===== src/rtl/serial_parity_rx.sv =====
// serial_parity_rx: receives one serial frame and checks its even parity.
// Frame format: start bit (0), DATA_BITS data bits sent LSB-first, one even
// parity bit, then a stop bit (1). The receiver only advances on edges where
// in_valid=1.
//
// Optional feature: define ERR_COUNT_EN to build the saturating bad-frame
// counter. When it is undefined, err_count is tied to 0 and cnt_clr is ignored.
//
// Ports:
//   clk        rising-edge clock
//   reset      asynchronous active-high reset
//   in_bit     serial line bit, sampled when in_valid=1
//   in_valid   qualifies in_bit
//   cnt_clr    synchronous clear of err_count (wins over an increment)
//   data_out   last good data word
//   data_valid one-cycle pulse, data_out updated with a good frame
//   parity_err one-cycle pulse, parity mismatch
//   frame_err  one-cycle pulse, stop bit was 0
//   busy       high whenever the receiver is not idle
//   err_count  saturating count of bad frames
module serial_parity_rx #(
  parameter int unsigned DATA_BITS = 8,
  parameter int unsigned CNT_W     = 8
) (
  input  logic                 clk,
  input  logic                 reset,
  input  logic                 in_bit,
  input  logic                 in_valid,
  input  logic                 cnt_clr,
  output logic [DATA_BITS-1:0] data_out,
  output logic                 data_valid,
  output logic                 parity_err,
  output logic                 frame_err,
  output logic                 busy,
  output logic [CNT_W-1:0]     err_count
);

  localparam int unsigned BIT_CNT_W = $clog2(DATA_BITS + 1);

  typedef enum logic [1:0] {
    IDLE = 2'd0,
    DATA = 2'd1,
    PAR  = 2'd2,
    STOP = 2'd3
  } state_e;

  state_e                 state_q, state_d;
  logic [BIT_CNT_W-1:0]   bit_cnt_q, bit_cnt_d;
  logic [DATA_BITS-1:0]   shift_q, shift_d;
  logic                   acc_q, acc_d;
  logic                   perr_q, perr_d;
  logic [DATA_BITS-1:0]   data_q, data_d;
  logic                   dvalid_q, dvalid_d;
  logic                   perr_strb_q, perr_strb_d;
  logic                   ferr_strb_q, ferr_strb_d;
  logic                   busy_q, busy_d;

  // State register and all datapath registers
  always_ff @(posedge clk or posedge reset) begin
    if (reset) begin
      state_q     <= IDLE;
      bit_cnt_q   <= '0;
      shift_q     <= '0;
      acc_q       <= 1'b0;
      perr_q      <= 1'b0;
      data_q      <= '0;
      dvalid_q    <= 1'b0;
      perr_strb_q <= 1'b0;
      ferr_strb_q <= 1'b0;
      busy_q      <= 1'b0;
    end else begin
      state_q     <= state_d;
      bit_cnt_q   <= bit_cnt_d;
      shift_q     <= shift_d;
      acc_q       <= acc_d;
      perr_q      <= perr_d;
      data_q      <= data_d;
      dvalid_q    <= dvalid_d;
      perr_strb_q <= perr_strb_d;
      ferr_strb_q <= ferr_strb_d;
      busy_q      <= busy_d;
    end
  end

  // Next-state and output logic; strobes default low so they last one cycle
  // even when in_valid is gapped.
  always_comb begin
    state_d     = state_q;
    bit_cnt_d   = bit_cnt_q;
    shift_d     = shift_q;
    acc_d       = acc_q;
    perr_d      = perr_q;
    data_d      = data_q;
    dvalid_d    = 1'b0;
    perr_strb_d = 1'b0;
    ferr_strb_d = 1'b0;

    if (in_valid) begin
      unique case (state_q)
        IDLE: begin
          if (!in_bit) begin
            state_d   = DATA;
            bit_cnt_d = '0;
            acc_d     = 1'b0;
          end
        end
        DATA: begin
          // Loop-compare avoids an index wider than the shift register needs
          for (int unsigned i = 0; i < DATA_BITS; i++) begin
            if (bit_cnt_q == BIT_CNT_W'(i)) shift_d[i] = in_bit;
          end
          acc_d     = acc_q ^ in_bit;
          bit_cnt_d = bit_cnt_q + BIT_CNT_W'(1);
          if (bit_cnt_q == BIT_CNT_W'(DATA_BITS - 1)) state_d = PAR;
        end
        PAR: begin
          perr_d  = acc_q ^ in_bit;
          state_d = STOP;
        end
        STOP: begin
          state_d     = IDLE;
          perr_strb_d = perr_q;
          ferr_strb_d = !in_bit;
          if (in_bit && !perr_q) begin
            data_d   = shift_q;
            dvalid_d = 1'b1;
          end
        end
        default: state_d = IDLE;
      endcase
    end

    busy_d = (state_d != IDLE);
  end

  assign data_out   = data_q;
  assign data_valid = dvalid_q;
  assign parity_err = perr_strb_q;
  assign frame_err  = ferr_strb_q;
  assign busy       = busy_q;

`ifdef ERR_COUNT_EN
  logic [CNT_W-1:0] err_cnt_q, err_cnt_d;
  logic             bad_frame_c;

  // One increment per bad frame, even if both errors fire together
  assign bad_frame_c = perr_strb_d | ferr_strb_d;

  always_comb begin
    err_cnt_d = err_cnt_q;
    if (cnt_clr) begin
      err_cnt_d = '0;
    end else if (bad_frame_c && (err_cnt_q != {CNT_W{1'b1}})) begin
      err_cnt_d = err_cnt_q + CNT_W'(1);
    end
  end

  always_ff @(posedge clk or posedge reset) begin
    if (reset) err_cnt_q <= '0;
    else       err_cnt_q <= err_cnt_d;
  end

  assign err_count = err_cnt_q;
`else
  logic unused_cnt_clr;
  assign unused_cnt_clr = cnt_clr;
  assign err_count      = '0;
`endif

endmodule


===== config.mk =====
export PLATFORM = sky130hd
export DESIGN_NAME = serial_parity_rx
export DESIGN_NICKNAME = d
export VERILOG_FILES = /design/src/rtl/serial_parity_rx.sv
export SDC_FILE = /design/constraint.sdc
export NUM_CORES = 1
export LEC_CHECK = 0
export ABC_CLOCK_PERIOD_IN_PS = 1400
export BUFFER_PORTS_ARGS = -buffer_cell sky130_fd_sc_hd__buf_2
export CAP_MARGIN = 40
export CELL_PAD_IN_SITES_DETAIL_PLACEMENT = 0
export CELL_PAD_IN_SITES_GLOBAL_PLACEMENT = 1
export CORE_ASPECT_RATIO = 1.75
export CORE_MARGIN = 3
export CORE_UTILIZATION = 41
export CTS_BUF_LIST = sky130_fd_sc_hd__clkbuf_4
export CTS_CLUSTER_SIZE = 12
export DETAILED_ROUTE_END_ITERATION = 16
export GPL_ROUTABILITY_DRIVEN = 0
export HOLD_SLACK_MARGIN = 0.06
export PLACE_DENSITY_LB_ADDON = 0.1
export SLEW_MARGIN = 20
export SYNTH_ARGS = -nofsm -noshare
export SYNTH_HDL_FRONTEND = slang
export SYNTH_SLANG_ARGS = --single-unit
export TNS_END_PERCENT = 50

===== constraint.sdc =====
create_clock -name clk -period 1.4 [get_ports clk]
set_clock_uncertainty 0.2 [all_clocks]
set_input_delay 0.21 -clock clk [delete_from_list [all_inputs] [get_ports clk]]
set_output_delay 0.21 -clock clk [all_outputs]
set_load 0.02 [all_outputs]

; Word level (Yosys, flattened, before mapping)
; Cells that the tools add are included.
[totals]
mem_bits_ro = 0
mem_count = 0
ramBits = 0
latch_bits = 0
out_inout_bits = 20
ff_bits = 28
[classes]
eq_ne = 11
n_reduce_logical = 18
mux = 15
n_mul = 0
n_bitwise = 1
div = 0
add_sub_neg = 1
n_lt_le_gt_ge = 0
shift = 0
[ops]
columns = cell, count
row1 = $reduce_and A3 Y1, 10
row2 = $eq A4 B3 Y1 const B, 4
row3 = $eq A4 B2 Y1 const B, 2
row4 = $mux W1, 8
row5 = $pmux W2 S4, 1
row6 = $pmux W4 S2, 1
row7 = $mux W2, 3
row8 = $add A4 B1 Y4 const B, 1
row9 = $eq A2 B2 Y1 const B, 2
row10 = $eq A4 B1 Y1 const B, 1
row11 = $logic_not A4 Y1, 1
row12 = $mux W4, 1
row13 = $reduce_bool A2 Y1, 2
row14 = $eq A2 B1 Y1 const B, 1
row15 = $logic_not A1 Y1, 2
row16 = $logic_not A2 Y1, 1
row17 = $ne A2 B2 Y1 const B, 1
row18 = $pmux W1 S2, 1
row19 = $reduce_and A2 Y1, 1
row20 = $logic_and A1 B1 Y1, 1
row21 = $xor A1 B1 Y1, 1

; Logic depth before layout (Yosys ltp)
; Gate-level depths: netlist (run 1).
[depth]
depth_word = 5
ltp_mapped = 5
mapped_depth_nobuf = 4

; Least setup slack after synthesis (run 1)
; Ideal clock, no wire load.
[synth_timing]
path_kind = register -> register
startpoint = reg state_q[0]
endpoint = reg shift_q[4]
synth_period_minus_slack_ns = 1.517
path_slack_ns = -0.117
stages_incl_launch_ff = 6
path_buffers = 2
arrival_ns = 1.193
cell_sequence = dfrtp_1 > buf_4 > and3b_1 > buf_6 > nand3_1 > mux2_2
[synth_via]
elab_chain_len = 2
[synth_rtl]
columns = element, line_no
row1 = "start, declared", 47  ; state_e state_q, state_d;
row2 = "start signal, assigned", 72  ; state_q <= state_d;
row3 = $eq A2 B1 Y1, 99  ; unique case (state_q)
row4 = $reduce_and A3 Y1 (no source line), -
row5 = "end signal, assigned", 74  ; shift_q <= shift_d;
row6 = "end, declared", 49  ; logic [DATA_BITS-1:0] shift_q, shift_d;
; No other way between the ends.
; A chain may end at the register's enable or synchronous reset.

; Final worst setup path (run 1)
[layout_timing]
startpoint = reg state_q[1]
endpoint = reg data_q[1], in the netlist data_out[1]
[layout_via]
elab_chain_len = 2
[layout_rtl]
columns = element, line_no
row1 = $eq A2 B2 Y1, 99
row2 = $reduce_and A3 Y1 (no source line), -
row3 = "end signal, assigned", 77  ; data_q <= data_d;
row4 = "end, declared", 52  ; logic [DATA_BITS-1:0] data_q, data_d;
; No other way between the ends.

==> results.md, run 1 <==
- Maxcap violations: 0
- CTS tree: yes
- Critical-path top delay cell: dfrtp_1
- Cells after Synth: 109
- Starting DRT DRC Count: 13
- Crit path arrival time: 1.56 ns
- Synth area leaders: dfrtp_1 (52%), mux2_2 (13%), buf_4 (5.6%), ha_1 (3.7%), nand3_1 (3.0%)
- Yosys warns: 0
- I/O Buffers: 15
- CP cell instances: buf_6, nand3_4, nor3_4, buf_12, mux2_4
- PwrDens: 1780 nW/um^2
- Status: finished, violations left
- # diodes: 0
- I/O pin cnt: 25
- Crit path time final: 1.55 ns
- Drt pass-1 iters: 4
- Initial antenna violation count: 0
- Total track usage: 0.146
- First-pass GRT wire length: 4.49 mm
- Reg-to-reg slack, setup: -0.15 ns
- CTS Sinks: 28
- Crit path depth: 5
- Slack of the critical path: -0.149 ns
- Most frequent cells in the layout: dfrtp_1 (28), buf_4 (21), mux2_4 (15), buf_2 (15), conb_1 (8)
- Max FO, Critical Path: 9
- Final core utilization: 0.585
- WL final: 2.61 mm
- Worst-skew pair later-pin latency: 0.32 ns
- WHS Path Cells: 4
- Die Width: 49.1 um
- Nets: 159
- Period utilization: 1.11
- Synth-to-Final Area Change: 32.6%
- FILL cells: 272
- Vias per cell: 4.79
- Crit path capture: data_out[1]
- Synthesized area: 1340 sq um
- Share of the synthesized area in the top cell type: 0.525
- Setup violators final: 18
- Yosys top cell by area: dfrtp_1
- Cell family with the largest share of critical-path delay: flip-flops
- Most common cell after layout, fill and taps aside: dfrtp_1
- Largest net degree at the start of global routing: 29
- Dpl cell area: 1630 sq um
- Die area: 4000 sq um
- Root Buffer Master: clkbuf_4
- DP Wirelength: 1.89 mm
- DR vias: 914
- Register bit total from synthesis: 28
- R2R depth: 5
- Die Ht: 81.5 um
- Worst Setup End Kind: register
- Worst path required time: 1.41 ns
- Worst stage delay on the critical path: 0.41 ns
- Leakage power: 0.875 nW
- Row cnt: 26
- Gr ovfl total: 0
- WP buf/inv: 2
- Setup crit start kind: register
- HP Start: in_bit
- H-tree depth: 1
- Vias in the first global route: 959
- Failing checks: setup timing
- Core box area: 3030 sq um
- CTS buffer count: 3
- Share of cells above drive strength 1: 0.537
- R2r startpoint: state_q[1]
- CTS max path bufs: 2
- Fmax: 0.645 GHz
- Routed WL per cell: 13.7 um
- Final hold vios: 0
- Worst r2r dst: data_out[1]
- Setup crit start: state_q[1]
- Setup TNS: -1.49 ns
- Initial Util: 0.441
- Fin. max-slew vios: 0
- Min-delay worst type: input pin to register
- VDD IR max: 0.00106 V
- Type of the worst setup path: register to register
- Synth unique cells: 33
- Clock-pin transition on the worst setup and hold timing paths: 0.14 ns
- Sequential cell area fraction in the yosys report: 0.525
- Remaining antenna violation count: 0
- Fin area: 1770 sq um
- Drt drc: 0
- RSZ-0062 raised after global routing: yes
- Post-Syn Area per Cell: 12.2 sq um
cell type report:
class,count,area (sq um),area share
clock buffers,3,22.5,0.0127
clock inverters,1,3.75,0.00212
inverters,5,21.3,0.0120
multi-input cells,71,674,0.381
flip-flops and latches,28,701,0.396
well taps,42,52.6,0.0297
repair buffers,41,295,0.167
state kept, by name, summed over array words and instances, names as in the netlist:
name	count
frame_err	1
state_q	2
shift_q	8
busy	1
bit_cnt_q	4
parity_err	1
data_valid	1
perr_q	1
acc_q	1
data_out	8
what timing repair did:
item                                    CTS  global route
buffers inserted                          2             1
endpoints found under the setup margin   24            23
hold buffers                              2             0
pin swaps                                 0             1
endpoints found under the hold margin    29             0
cloned                                    0             1
resized for setup                        15             9
cells in the mapped netlist:
| cell type | n |
|---|---|
| dfrtp_1 | 28 |
| mux2_2 | 16 |
| buf_4 | 10 |
| nand3_1 | 8 |
| nand2_1 | 5 |
| ha_1 | 4 |
| inv_1 | 4 |
| nor2_1 | 4 |
| o21ai_0 | 3 |
| a31oi_1 | 2 |
| mux2i_1 | 2 |
| o2bb2ai_1 | 2 |
| a211o_1 | 1 |
| a211oi_1 | 1 |
| a21oi_1 | 1 |
| a22o_1 | 1 |
| a2bb2oi_1 | 1 |
| a41oi_1 | 1 |
| and2b_1 | 1 |
| and3_1 | 1 |
| and3b_1 | 1 |
| and4b_1 | 1 |
| buf_2 | 1 |
| buf_6 | 1 |
| clkbuf_1 | 1 |
| conb_1 | 1 |
| inv_2 | 1 |
| mux2_1 | 1 |
| nand3_4 | 1 |
| nor2b_1 | 1 |
| nor3_4 | 1 |
| nor3b_1 | 1 |
| xnor2_1 | 1 |
where the power goes:
group	leakage (nW)	switching, mW	total [mW]	internal (mW)
sequential	0.355	0.214	1.32	1.11
combinational	0.505	0.687	1.50	0.813
clock	0.0154	0.222	0.327	0.104
kinds of logic after synthesis:
| family | Yosys count | share of synthesized area |
|---|---|---|
| other | 1 | 0.00281 |
| buffers and inverters | 18 | 0.0853 |
| AOI/OAI and AO/OA | 13 | 0.0694 |
| xor gates and xnor gates | 1 | 0.00656 |
| muxes | 19 | 0.158 |
| and+or+nand+nor | 25 | 0.115 |
| DFF | 28 | 0.525 |
| adders and majority gates | 4 | 0.0375 |
tightest hold or removal path, stage by stage:
cell	delay, ns
buf_2	0.11
inv_2	0.09
buf_4	0.12
o2bb2ai_1	0.06
stage by stage:
step	std cells	power, mW	hold slack, ns	worst slack [ns]
2_1_floorplan	116	2.23	0.0754	-0.0830
3_3_place_gp	181	2.62	0.0835	-0.199
3_5_place_dp	181	2.66	0.0931	-0.255
4_1_cts	189	3.09	0.106	-0.145
5_1_grt	191	3.39	0.109	-0.208
6_report	191	3.15	0.104	-0.149
how the worst min path moves through the flow:
stage | end | slack (ns)
after CTS | acc_q | 0.11
after global routing | data_valid | 0.11
final | acc_q | 0.10
after floorplan | acc_q | 0.08
after global placement | data_valid | 0.08
after detailed placement | data_out[7] | 0.09
per-layer routing:
layer / GRT usage / vias up / share of wire
li1: - / 445 / -
met1: 0.160 / 457 / 0.40
met2: 0.281 / 10 / 0.56
met3: 0.0163 / 2 / 0.020
met4: 0.0598 / 0 / 0.011
met5: 0 / - / 0
No activity file was read; power rests on OpenSTA's default activity.
==> inputs of run 2 (changes only) <==
--- a/config.mk
+++ b/config.mk
@@ -19,6 +19,7 @@
 export GPL_ROUTABILITY_DRIVEN = 0
 export HOLD_SLACK_MARGIN = 0.06
 export PLACE_DENSITY_LB_ADDON = 0.1
+export RECOVER_POWER = 25
 export SLEW_MARGIN = 20
 export SYNTH_ARGS = -nofsm -noshare
 export SYNTH_HDL_FRONTEND = slang
==> results.md, run 2 (same netlist as run 1, synthesis figures left out) <==
- Status: finished, violations left
- Failing checks: setup timing
- Remaining antenna violation count: 0 (unchanged)
- RSZ-0062 raised after global routing: yes
- Die Ht: 81.5 um (unchanged)
- # diodes: 0 (unchanged)
- PwrDens: 1780 nW/um^2 (about the same)
- Worst Setup End Kind: register
- Core box area: 3030 sq um (unchanged)
- Crit path time final: 1.55 ns (+0.000182 ns)
- Gr ovfl total: 0 (unchanged)
- FILL cells: 273 (+0.37%)
- Setup violators final: 17 (-1)
- CTS Sinks: 28 (unchanged)
- Synth-to-Final Area Change: 32.4%
- Fmax: 0.645 GHz (about the same)
- Fin area: 1770 sq um (-0.14%)
- Row cnt: 26 (unchanged)
- Rel. slew slack: 0.588
- Period utilization: 1.11 (about the same)
- Drt pass-1 iters: 4 (unchanged)
- Die Width: 49.1 um (unchanged)
- CTS tree: yes
- Worst-margin pin slew: 0.618 ns
- CTS max path bufs: 2 (unchanged)
- Maxcap violations: 0 (unchanged)
- Final hold vios: 0 (unchanged)
- Vias in the first global route: 959 (unchanged)
- Initial Util: 0.441 (unchanged)
- VDD IR max: 0.00106 V (-0.29%)
- Most common cell after layout, fill and taps aside: dfrtp_1
- Nets: 159 (unchanged)
- Worst path required time: 1.41 ns (about the same)
- Leakage power: 0.874 nW (about the same)
- Drt drc: 0 (unchanged)
- Hold slack: 0.104 ns (-0.000196 ns)
- Root Buffer Master: clkbuf_4
- Total track usage: 0.146 (unchanged)
- Largest net degree at the start of global routing: 29 (unchanged)
- Clock-pin transition on the worst setup and hold timing paths: 0.15 ns (about the same)
- Vias per cell: 4.77 (-0.22%)
- Slack of the critical path: -0.149 ns (-0.000182 ns)
- Initial antenna violation count: 0 (unchanged)
- Dpl cell area: 1630 sq um (unchanged)
- WL final: 2.61 mm (unchanged)
- Die area: 4000 sq um (unchanged)
- H-tree depth: 1 (unchanged)
- DP Wirelength: 1.89 mm (unchanged)
- Min-delay worst type: input pin to register
- Most frequent cells in the layout: dfrtp_1 (28), buf_4 (20), buf_2 (16)
- Starting DRT DRC Count: 8 (-5)
- Setup crit start kind: register
- I/O pin cnt: 25 (unchanged)
- Routed WL per cell: 13.7 um (unchanged)
- First-pass GRT wire length: 4.49 mm (unchanged)
- I/O Buffers: 15 (unchanged)
- Worst-skew pair later-pin latency: 0.32 ns (about the same)
- Share of cells above drive strength 1: 0.537 (unchanged)
- Fin. max-slew vios: 0 (unchanged)
- CTS buffer count: 3 (unchanged)
- Crit path arrival time: 1.56 ns (about the same)
- DR vias: 912 (-0.22%)
- Type of the worst setup path: register to register
- Max FO, Critical Path: 9 (unchanged)
-- run 2: cell count changes in the layout (fill, tap and decap cells not counted) --
cell	delta
buf_2	+1
buf_4	-1
-- run 2: cell type report --
class | count | area [sq um] | area share
sequential | 28 | 701 | 0.396
timing repair buffer | 41 | 293 | 0.166
multi-input combinational | 71 | 674 | 0.381
clock buffer | 3 | 22.5 | 0.0127
inverter | 5 | 21.3 | 0.0120
tap | 42 | 52.6 | 0.0297
clock inverter | 1 | 3.75 | 0.00212
-- run 2: worst paths after layout --
path	start	to	slack (ns)	cells after the start
hold reg to reg	data_out[3]	data_out[3]	0.32	1
max in group asynchronous	reset	data_out[1]	0.23	4
setup reg to reg	state_q[1]	data_out[1]	-0.15	5
min in group asynchronous	reset	data_valid	0.37	4
setup / recovery	state_q[1]	data_out[1]	-0.15	5
hold / removal	in_bit	acc_q	0.10	4
-- run 2: metal layers --
| metal | vias up | routed length (um) | GRT usage |
|---|---|---|---|
| li1 | 445 | - | - |
| met1 | 455 | 1070 | 0.160 |
| met2 | 10 | 1470 | 0.281 |
| met3 | 2 | 51 | 0.0163 |
| met4 | 0 | 28 | 0.0598 |
| met5 | - | 0 | 0 |
-- run 2: timing repair --
action | in CTS | in global routing
pin swaps | 0 | 1
cloned | 0 | 1
setup buffers | 2 | 1
gates resized for setup | 15 | 9
hold endpoints to repair | 29 | 0
hold buffers | 2 | 0
endpoints found under the setup margin | 24 | 23
-- run 2: worst max-delay path, stage by stage, from the launching register on --
cell	delay (ns)
dfrtp_1	0.41
buf_6	0.14
nand3_4	0.08
nor3_4	0.15
buf_12	0.16
mux2_4	0.31
-- run 2: where the power goes --
| part | leakage, nW | internal (mW) | total (mW) | switching, mW |
|---|---|---|---|---|
| registers | 0.355 | 1.11 | 1.32 | 0.214 |
| logic | 0.504 | 0.812 | 1.50 | 0.685 |
| clock network | 0.0154 | 0.104 | 0.327 | 0.223 |
-- run 2: per-stage QoR --
step / setup slack (ns) / total power [mW] / setup TNS [ns] / utilization / cells
finish: -0.149 / 3.15 / -1.48 / 0.584 / 191
global route: -0.208 / 3.39 / -2.60 / 0.584 / 191
CTS: -0.145 / 3.09 / -2.04 / 0.572 / 189
detailed placement: -0.255 / 2.66 / -3.94 / 0.537 / 181
global placement: -0.199 / 2.62 / -3.09 / 0.537 / 181
floorplan: -0.0830 / 2.23 / -1.26 / - / 116
==> inputs of run 3 (changes only) <==
--- a/config.mk
+++ b/config.mk
@@ -20,6 +20,8 @@
 export HOLD_SLACK_MARGIN = 0.06
 export PLACE_DENSITY_LB_ADDON = 0.1
 export RECOVER_POWER = 25
+export REMOVE_ABC_BUFFERS = 1
+export SKIP_CTS_REPAIR_TIMING = 1
 export SLEW_MARGIN = 20
 export SYNTH_ARGS = -nofsm -noshare
 export SYNTH_HDL_FRONTEND = slang
==> results.md, run 3 (same netlist as run 1, synthesis figures left out) <==
- Synth-to-Final Area Change: 25.4%
- Die Ht: 81.5 um (unchanged)
- R2R depth: 4 (-1)
- CP cell instances: and3b_2, buf_6, buf_6, mux2_2
- VDD IR max: 0.000908 V (-14%)
- Min-delay worst type: input pin to register
- Maxcap violations: 0 (unchanged)
- Combinational power share: 0.435 (-0.041)
- Largest net degree at the start of global routing: 29 (unchanged)
- Drt pass-1 iters: 4 (unchanged)
- Most frequent cells in the layout: dfrtp_1 (24), mux2_2 (16), buf_4 (16)
- Reg area: 706 sq um (+0.71%)
- Status: finished, violations left
- Die Width: 49.1 um (unchanged)
- Max FO, Critical Path: 5 (-4)
- Starting DRT DRC Count: 6 (-2)
- WL final: 2.59 mm (-0.88%)
- Crit path arrival time: 1.54 ns (-0.02 ns)
- CTS tree: yes
- Failing checks: setup timing
- WP buf/inv: 2 (unchanged)
- Drt drc: 0 (unchanged)
- Die area: 4000 sq um (unchanged)
- Worst-margin pin slew: 0.679 ns (+0.0616 ns)
- CTS Sinks: 28 (unchanged)
- Leakage power: 0.806 nW (-7.8%)
- I/O pin cnt: 25 (unchanged)
- Most common cell after layout, fill and taps aside: dfrtp_1
- Int Pwr: 1.87 mW (-7.5%)
- Clock share of power: 0.115 (+0.011)
- Core box area: 3030 sq um (unchanged)
- Final core utilization: 0.553 (-0.0310)
- Type of the worst setup path: register to register
- Routed WL per cell: 13.8 um (+1.2%)
- CTS max path bufs: 2 (unchanged)
- Worst path required time: 1.43 ns (+0.02 ns)
- Worst-skew pair later-pin latency: 0.33 ns (about the same)
- Initial antenna violation count: 0 (unchanged)
- Period utilization: 1.08 (-0.0288)
- Switching power: 1.09 mW (-2.7%)
- Cell family with the largest share of critical-path delay: flip-flops
- RSZ-0062 raised after global routing: yes
- Most frequent CP cell: buf_6
- Multi-input gate area: 608 sq um (-9.8%)
- Final hold vios: 0 (unchanged)
- Row cnt: 26 (unchanged)
- # diodes: 0 (unchanged)
- I/O Buffers: 15 (unchanged)
- Setup crit start kind: register
- Remaining antenna violation count: 0 (unchanged)
- Slack of the critical path: -0.109 ns (+0.0403 ns)
- Fmax: 0.663 GHz (+2.7%)
- FILL cells: 301 (+10%)
- DR vias: 907 (-0.55%)
- Share of cells above drive strength 1: 0.545 (+0.00791)
- DP Wirelength: 1.86 mm (-1.9%)
- Vias in the first global route: 924 (-3.6%)
- Vias per cell: 4.85 (+1.6%)
- Initial Util: 0.441 (unchanged)
- WHS Path Cells: 4 (unchanged)
- Worst Setup End Kind: register
- Crit path time final: 1.51 ns (-0.0403 ns)
- Worst stage delay on the critical path: 0.47 ns (+0.06 ns)
- Sw frac: 0.368 (+0.0118)
- Nets: 155 (-2.5%)
- First-pass GRT wire length: 4.44 mm (-1.1%)
- H-tree depth: 1 (unchanged)
- Total track usage: 0.144 (-0.00177)
- Hold slack: 0.0442 ns (-0.0593 ns)
- Setup violators final: 22 (+5)
- Crit path depth: 4 (-1)
- Root Buffer Master: clkbuf_4
- Sequential share of power: 0.450 (+0.030)
- PwrDens: 1770 nW/um^2 (-0.51%)
- CTS buffer count: 3 (unchanged)
- Fin. max-slew vios: 0 (unchanged)
- Clock-pin transition on the worst setup and hold timing paths: 0.15 ns (about the same)
- Critical-path top delay cell: dfrtp_2
- Gr ovfl total: 0 (unchanged)
- Rel. slew slack: 0.547 (-0.0411)
-- run 3: worst reg2reg max path, cell delays in order (launching register included) --
cell and delay (ns):
dfrtp_2 0.47, and3b_2 0.26, buf_6 0.14, buf_6 0.10, mux2_2 0.24
-- run 3: worst paths after layout --
kind | start | end | slack (ns)
max reg2reg | state_q[0] | bit_cnt_q[0] | -0.11
max | state_q[0] | bit_cnt_q[0] | -0.11
min reg2reg | data_out[4] | data_out[4] | 0.31
min | in_valid | frame_err | 0.04
max in group asynchronous | reset | bit_cnt_q[1] | 0.14
min in group asynchronous | reset | data_valid | 0.38
-- run 3: final cells by class --
| cell class | count | share of cell area |
|---|---|---|
| Timing Repair Buffer | 37 | 0.157 |
| Inverter | 5 | 0.0112 |
| Clock buffer | 3 | 0.0135 |
| Clock inverter | 1 | 0.00224 |
| Sequential cell | 28 | 0.422 |
| Tap cell | 42 | 0.0314 |
| Multi-Input combinational cell | 71 | 0.363 |
-- run 3: power by group through the flow --
stage	Combinational, mW	Clock [mW]	Sequential (mW)
2_1_floorplan	0.591	0	1.44
4_1_cts	1.17	0.358	1.31
6_report	1.29	0.340	1.33
3_3_place_gp	1.14	0	1.32
5_1_grt	1.43	0.404	1.39
3_5_place_dp	1.17	0	1.33
-- run 3: through the flow --
step	instance area [sq um]	TNS (ns)	setup slack (ns)	cells	power, mW
6_report	1670	-1.38	-0.109	187	2.96
5_1_grt	1670	-2.18	-0.135	187	3.22
4_1_cts	1580	-3.89	-0.302	183	2.85
3_5_place_dp	1550	-3.36	-0.272	179	2.50
3_3_place_gp	1550	-2.20	-0.183	179	2.46
2_1_floorplan	1270	-3.01	-0.212	103	2.03
-- run 3: metal layers --
metal	wire length, um	GRT usage	vias to the layer above
li1	-	-	439
met1	1010	0.175	447
met2	1460	0.253	16
met3	70	0.0218	5
met4	48	0.0598	0
met5	0	0	-
